File: config.mk
export PLATFORM = sky130hd
export DESIGN_NAME = key_entry_shifter_flat
export DESIGN_NICKNAME = d
export VERILOG_FILES = /design/src/rtl/key_entry_shifter_if.sv /design/src/rtl/key_entry_shifter.sv /design/src/flat_wrapper.sv
export SDC_FILE = /design/constraint.sdc
export NUM_CORES = 1
export LEC_CHECK = 0
export CAP_MARGIN = 20
export CORE_MARGIN = 2
export CORE_UTILIZATION = 35
export DETAILED_ROUTE_END_ITERATION = 8
export GPL_TIMING_DRIVEN = 0
export PLACE_DENSITY_LB_ADDON = 0.05
export SYNTH_ARGS = -nofsm -noshare
export SYNTH_HDL_FRONTEND = slang
export SYNTH_SLANG_ARGS = --single-unit
File: constraint.sdc
create_clock -name hz100 -period 3.15 [get_ports hz100]
set_input_delay 0.63 -clock hz100 [delete_from_list [all_inputs] [get_ports hz100]]
set_output_delay 0.63 -clock hz100 [all_outputs]
set_load 0.01 [all_outputs]
File: src/rtl/key_entry_shifter_if.sv
// key_entry_shifter_if
//   Bundles the key-entry data path between the priority-encoder/button side
//   and the digit-display side of key_entry_shifter.
//   Signals:
//     code[3:0]          priority-encoder output
//     strobe             priority-encoder valid flag
//     clr                level clear of the entry buffer
//     bksp               backspace button (only with KEY_ENTRY_BACKSPACE_EN)
//     digits[4*N-1:0]    digit i at [4i+3:4i], digit 0 newest
//     enables[N-1:0]     per-digit enables for the ssdec instances
//     count              number of valid digits
//     press              one-cycle pulse per committed digit
//   Modports: master drives code/strobe/clr/bksp, slave (the shifter) drives
//   the display outputs.
//   Optional feature macro: KEY_ENTRY_BACKSPACE_EN.
interface key_entry_shifter_if #(
  parameter int NDIGITS = 8
);
  localparam int CW = $clog2(NDIGITS + 1);

  logic [3:0]           code;
  logic                 strobe;
  logic                 clr;
`ifdef KEY_ENTRY_BACKSPACE_EN
  logic                 bksp;
`endif
  logic [4*NDIGITS-1:0] digits;
  logic [NDIGITS-1:0]   enables;
  logic [CW-1:0]        count;
  logic                 press;

`ifdef KEY_ENTRY_BACKSPACE_EN
  modport master (output code, strobe, clr, bksp,
                  input  digits, enables, count, press);
  modport slave  (input  code, strobe, clr, bksp,
                  output digits, enables, count, press);
`else
  modport master (output code, strobe, clr,
                  input  digits, enables, count, press);
  modport slave  (input  code, strobe, clr,
                  output digits, enables, count, press);
`endif
endinterface

File: src/rtl/key_entry_shifter.sv
// key_entry_shifter
//   Synchronises and debounces presses from a 16-to-4 push-button priority
//   encoder, commits one hex digit per press into an NDIGITS-deep nibble
//   shift register and drives per-digit enables for seven-segment decoders.
//   Ports:
//     hz100   in   system clock, all state updates on posedge
//     reset   in   synchronous active-high reset
//     kbus    key_entry_shifter_if.slave (code, strobe, clr, [bksp] in;
//             digits, enables, count, press out)
//   Parameters:
//     NDIGITS          digits held
//     DEBOUNCE_CYCLES  stable-high cycles needed before commit (>= 1)
//   Optional feature macro: KEY_ENTRY_BACKSPACE_EN enables the backspace
//   input; when undefined there is no backspace logic at all.
//
//   state      | meaning
//   -----------+-------------------------------------------------------
//   S_IDLE     | no key down, waiting for synced strobe
//   S_DEBOUNCE | key seen, counting stable cycles of the same code
//   S_HELD     | digit committed, waiting for release (no auto-repeat)
module key_entry_shifter #(
  parameter int NDIGITS         = 8,
  parameter int DEBOUNCE_CYCLES = 2
) (
  input  logic                hz100,
  input  logic                reset,
  key_entry_shifter_if.slave  kbus
);
  localparam int CW   = $clog2(NDIGITS + 1);
  localparam int DGW  = 4 * NDIGITS;
  localparam int DW   = (DEBOUNCE_CYCLES > 1) ? $clog2(DEBOUNCE_CYCLES) : 1;
  localparam logic [DW-1:0] DC_LAST = DW'(DEBOUNCE_CYCLES - 1);
  localparam logic [CW-1:0] CNT_MAX = CW'(NDIGITS);

  typedef enum logic [1:0] {
    S_IDLE     = 2'd0,
    S_DEBOUNCE = 2'd1,
    S_HELD     = 2'd2
  } state_t;

  logic          strobe_m_q, strobe_s_q;
  logic [3:0]    code_m_q, code_s_q;

  state_t        state_q, state_d;
  logic [3:0]    cand_q, cand_d;
  logic [DW-1:0] dcnt_q, dcnt_d;
  logic          commit_q, commit_d;

  logic [DGW-1:0] digits_q, digits_d;
  logic [CW-1:0]  count_q, count_d;
  logic           press_q, press_d;

`ifdef KEY_ENTRY_BACKSPACE_EN
  logic bksp_m_q, bksp_s_q, bksp_p_q;
  logic bksp_rise;
  assign bksp_rise = bksp_s_q & ~bksp_p_q;
`endif

  // Two-flop synchronisers on the asynchronous button inputs.
  always_ff @(posedge hz100) begin
    if (reset) begin
      strobe_m_q <= 1'b0;
      strobe_s_q <= 1'b0;
      code_m_q   <= 4'h0;
      code_s_q   <= 4'h0;
`ifdef KEY_ENTRY_BACKSPACE_EN
      bksp_m_q   <= 1'b0;
      bksp_s_q   <= 1'b0;
      bksp_p_q   <= 1'b0;
`endif
    end else begin
      strobe_m_q <= kbus.strobe;
      strobe_s_q <= strobe_m_q;
      code_m_q   <= kbus.code;
      code_s_q   <= code_m_q;
`ifdef KEY_ENTRY_BACKSPACE_EN
      bksp_m_q   <= kbus.bksp;
      bksp_s_q   <= bksp_m_q;
      bksp_p_q   <= bksp_s_q;
`endif
    end
  end

  always_ff @(posedge hz100) begin
    if (reset) begin
      state_q  <= S_IDLE;
      cand_q   <= 4'h0;
      dcnt_q   <= '0;
      commit_q <= 1'b0;
    end else begin
      state_q  <= state_d;
      cand_q   <= cand_d;
      dcnt_q   <= dcnt_d;
      commit_q <= commit_d;
    end
  end

  always_comb begin
    state_d  = state_q;
    cand_d   = cand_q;
    dcnt_d   = dcnt_q;
    commit_d = 1'b0;
    case (state_q)
      S_IDLE: begin
        if (strobe_s_q) begin
          cand_d  = code_s_q;
          dcnt_d  = '0;
          state_d = S_DEBOUNCE;
        end
      end
      S_DEBOUNCE: begin
        if (!strobe_s_q) begin
          state_d = S_IDLE;
        end else if (code_s_q != cand_q) begin
          // Code moved while still bouncing: restart on the new code.
          cand_d = code_s_q;
          dcnt_d = '0;
        end else if (dcnt_q == DC_LAST) begin
          commit_d = 1'b1;
          state_d  = S_HELD;
        end else begin
          dcnt_d = dcnt_q + DW'(1);
        end
      end
      S_HELD: begin
        if (!strobe_s_q) state_d = S_IDLE;
      end
      default: state_d = S_IDLE;
    endcase
  end

  // Buffer update one cycle after the FSM decides to commit; cand_q is frozen
  // in S_HELD so it is still the committed digit. clr wins over commit, which
  // wins over backspace; losers are dropped.
  always_comb begin
    digits_d = digits_q;
    count_d  = count_q;
    press_d  = 1'b0;
    if (kbus.clr) begin
      digits_d = '0;
      count_d  = '0;
    end else if (commit_q) begin
      digits_d = (digits_q << 4) | DGW'(cand_q);
      count_d  = (count_q == CNT_MAX) ? count_q : count_q + CW'(1);
      press_d  = 1'b1;
    end
`ifdef KEY_ENTRY_BACKSPACE_EN
    else if (bksp_rise && (count_q != '0)) begin
      digits_d = digits_q >> 4;
      count_d  = count_q - CW'(1);
    end
`endif
  end

  always_ff @(posedge hz100) begin
    if (reset) begin
      digits_q <= '0;
      count_q  <= '0;
      press_q  <= 1'b0;
    end else begin
      digits_q <= digits_d;
      count_q  <= count_d;
      press_q  <= press_d;
    end
  end

  logic [NDIGITS-1:0] enables_c;
  always_comb begin
    enables_c = '0;
    for (int i = 0; i < NDIGITS; i++) begin
      enables_c[i] = (count_q > CW'(i));
    end
  end

  assign kbus.digits  = digits_q;
  assign kbus.count   = count_q;
  assign kbus.press   = press_q;
  assign kbus.enables = enables_c;

endmodule
File: src/flat_wrapper.sv
// flat-port wrapper written by rule: the top's interface ports become plain ports
module key_entry_shifter_flat 
#(
  parameter int NDIGITS         = 8,
  parameter int DEBOUNCE_CYCLES = 2
)
  (hz100, reset, kbus_code, kbus_strobe, kbus_clr, kbus_digits, kbus_enables, kbus_count, kbus_press);
  key_entry_shifter_if #(.NDIGITS(NDIGITS)) kbus_i ();
  input  logic hz100;
  input  logic reset;
  input wire logic [$bits(kbus_i.code)-1:0] kbus_code;
  input wire logic [$bits(kbus_i.strobe)-1:0] kbus_strobe;
  input wire logic [$bits(kbus_i.clr)-1:0] kbus_clr;
  output wire logic [$bits(kbus_i.digits)-1:0] kbus_digits;
  output wire logic [$bits(kbus_i.enables)-1:0] kbus_enables;
  output wire logic [$bits(kbus_i.count)-1:0] kbus_count;
  output wire logic [$bits(kbus_i.press)-1:0] kbus_press;
  assign kbus_i.code = kbus_code;
  assign kbus_i.strobe = kbus_strobe;
  assign kbus_i.clr = kbus_clr;
  assign kbus_digits = kbus_i.digits;
  assign kbus_enables = kbus_i.enables;
  assign kbus_count = kbus_i.count;
  assign kbus_press = kbus_i.press;
  key_entry_shifter #(.NDIGITS(NDIGITS), .DEBOUNCE_CYCLES(DEBOUNCE_CYCLES)) u_core (.hz100(hz100), .reset(reset), .kbus(kbus_i));
endmodule
==> metrics.md <==
| Metric | Value |
|---|---|
| Post-synth EDFFs | 0 |
| Max_slew headroom | 68.16% |
| RSZ-0062 raised after global routing | no |
| Fin nets | about 270 |
| GRT Residual Overflow | 0 |
| R2r endpoint | u_core.kbus.count[1] |
| Hold Crit Class | reg -> reg |
| Routed Antenna Nets | 0 |
| Post-route setup TNS | 0 ns |
| PortBufs | 52 |
| Placer Congestion | 0.7644 |
| Synth Cell Area | 2059 um^2 |
| Status | finished, final reports clean |
| Routed vias | 1520 |
| Clock sinks | 55 |
| Clock root buffer | clkbuf_8 |
| Htree depth | 2 |
| Critical Path Sink Type | output pin |
| Reg2reg path depth | 6 |
| Post_cts resized | 0 |
| Critical Path AT | about 1.9 ns |
| Max cap viols | 0 |
| Mean Syn Cell Area | 10.30 um^2 |
| Synth Warn # | 0 |
| Met2 WL | approximately 1.9 mm |
| Setup WS pre-CTS | 0.9054 ns |
| Final Hold Fails | 0 |
| Met3 WL | approximately 220 um |
| Critical Path Source | u_core.kbus.count[0] |
| FFs w/ async S/R, synth | 0% |
| CTS Hold Bufs | 0 |
| Io pins | 53 |
| DR iter-0 viols | 40 |
| Seq/Total Area, Yosys | a little over half |
| DRC Markers | 0 |
| Largest net degree at the start of global routing | 17 |
| Yosys reg bits | 55 |
| Crit path depth | 5 |
| CP top delay family | buffers and inverters |
| Buf/Inv on CP | 2 |
| WL met1 | 1.968 mm |
| CORE AREA | roughly 5600 um^2 |
| Leakage power total | 0.0009402 uW |
| TritonCTS buffer count | 5 |
| Final period util | 79.31% |
| PD cells | 405.4 nW/um^2 |
| Maximum vdd ir drop | 0.1988 mV |
| CP max-delay cell | clkdlybuf4s50_1 |
| Worst path cell trace | inv_1 -> ha_1 -> nor2_1 -> a21o_1 -> clkdlybuf4s50_1 |
| Number of global-route vias before repair | approximately 1400 |
| Setup-failing EPs final | 0 |
| Post-CTS setup buffer count | 0 |
| Setup CP Type | reg -> out |
| Die ar. | around 6500 um^2 |
| Vias per Instance | roughly 4.6 |
| CTS tree | yes |
| Hpwl dp | 2.894 mm |
| Slowest Stage Delay on Critical Path | roughly 0.52 ns |
| Setup WS post-layout | around 0.65 ns |
| # diodes | 0 |
| Drt total wl | 4.165 mm |
| Worst r2r src | u_core.kbus.count[0] |
| Worst setup path endpoint | kbus_enables[5] |
| WP data required | between 2 and 3 ns |
| Post-Syn Instances | 200 |
| CP Launch Type | flip-flop |
| 1st-pass router iterations | 4 |
| WL per Instance | about 13 um |
| Distinct cells, synth | 28 |
| Starting Density | 36.72% |
| Clock transition at the registers of the reported paths | 0.09 ns |
| Max Slew Vio Count | 0 |
| Clk Latency, worst-skew pair | 0.30 ns |
| Chip Width | 80.71 um |
| Top_reg_cell synth | dfxtp_1 |
| Crit Path Max Fanout | 6 |
| R2r setup slk | 1.60 ns |
| First-pass GRT wire length | just under 7 mm |
| Worst Skew | 0.007426 ns |
| Std-Cell Rows | 27 |
| Tightest Pin Transition | 0.4767 ns |
| Initial antenna violation count | 0 |
| Syn_nets | between 200 and 250 |
| GRT Overall Usage | around 14% |
| Die H | 80.71 um |
| Fin crit period | between 2 and 2.5 ns |
| Area Growth Syn to Fin | 33.78% |
| Maximum clock rate | 0.4003 GHz |
| Clock buffer depth | 2 |
| Layout cells sized above 1 | 7.692% |
| Uppermost layer routed | met4 |
[sequential cells by signal, summed over array words and instances, names as in the netlist]
name,cells
u_core.strobe_m_q,1
u_core.commit_q,1
u_core.kbus.press,1
u_core.dcnt_q,1
u_core.code_s_q,4
u_core.strobe_s_q,1
u_core.code_m_q,4
u_core.state_q,2
u_core.kbus.digits,32
u_core.cand_q,4
u_core.kbus.count,4
[worst register-to-register path, stage by stage, from the launching register on]
cell and delay (ns):
dfxtp_1 0.37, inv_1 0.16, ha_1 0.23, nand2_1 0.08, o21ai_0 0.33, mux2i_1 0.23, nor2_1 0.05
[routing by layer]
metal / up-vias / GRT usage, %
li1: 777 / -
met5: - / 0
met2: 38 / 23.17
met1: 701 / 17.42
met4: 0 / 3.559
met3: 4 / 4.157
[worst min path at each step]
stage                                   from  slack, ns  depth (start not counted)                  to
after global placement    u_core.code_m_q[0]       0.42                          1  u_core.code_s_q[0]
final                     u_core.code_m_q[0]       0.44                          1  u_core.code_s_q[0]
after detailed placement   u_core.strobe_m_q       0.42                          1   u_core.strobe_s_q
after CTS                 u_core.code_m_q[0]       0.44                          1  u_core.code_s_q[0]
after floorplan           u_core.code_m_q[0]       0.41                          1  u_core.code_s_q[0]
after global routing       u_core.strobe_m_q       0.47                          1   u_core.strobe_s_q
[synth_stat cells (2+ instances only)]
library cell	instances	area [um^2]
nor2b_1	11	68.82
nand2_1	7	26.28
a21oi_1	3	15.01
inv_1	4	15.01
xnor2_1	5	43.79
nor3b_1	3	22.52
clkbuf_1	3	11.26
buf_2	9	45.04
dfxtp_1	55	1101
o21ai_0	4	20.02
a221o_1	3	30.03
nor2_1	39	146.4
xor2_1	2	17.52
nand2b_1	3	18.77
ha_1	4	50.05
mux2i_1	33	330.3
[power breakdown]
| group | internal (uW) | switching, uW | total (uW) |
|---|---|---|---|
| combinational | 17.6 | 19.5 | 37.1 |
| clock | 156 | 219 | 375 |
| sequential | 702 | 3.07 | 705 |
| total | 875 | 242 | 1120 |
[area by class of cell]
cell class              count  area [um^2]
plain buffers              12        56.30
clock buffers               6        72.57
clock inverters             2        12.51
fillers                   567         2853
inverters                   4        15.01
multi-input cells         129        887.1
flip-flops and latches     55         1101
well taps                  72        90.09
repair buffers             52        520.5
[layout by cell type, fill, tap and decap left out, drive strengths merged, types with 5 or more instances in the layout]
master	synthesis	routed
nand2	7	7
dfxtp	55	55
nor2b	11	11
nor2	39	39
clkbuf	3	9
xnor2	5	5
buf	9	9
mux2i	33	33
clkdlybuf4s50	0	52
[stage by stage]
| stage | std cells | area [um^2] | hold WS (ns) | total power [uW] | utilization (%) |
|---|---|---|---|---|---|
| 5_1_grt | 332 | 2755 | 0.4663 | 1177 | 49.13 |
| 3_5_place_dp | 324 | 2670 | 0.4220 | 759.3 | 47.61 |
| 6_report | 332 | 2755 | 0.4359 | 1117 | 49.13 |
| 4_1_cts | 332 | 2755 | 0.4398 | 1138 | 49.13 |
| 3_3_place_gp | 324 | 2670 | 0.4175 | 758.7 | 47.61 |
| 2_1_floorplan | 200 | 2059 | 0.4138 | 741.8 | - |
[logic make-up after synthesis]
| group | count (synthesis) | share of synthesized area, % |
|---|---|---|
| AOI/OAI and AO/OA | 15 | 4.982 |
| xor gates and xnor gates | 7 | 2.977 |
| adders and majority gates | 4 | 2.430 |
| buffers and inverters | 16 | 3.463 |
| DFF | 55 | 53.46 |
| muxes | 33 | 16.04 |
| and+or+nand+nor | 70 | 16.65 |
Note: power is estimated with default switching activity, not from simulation.
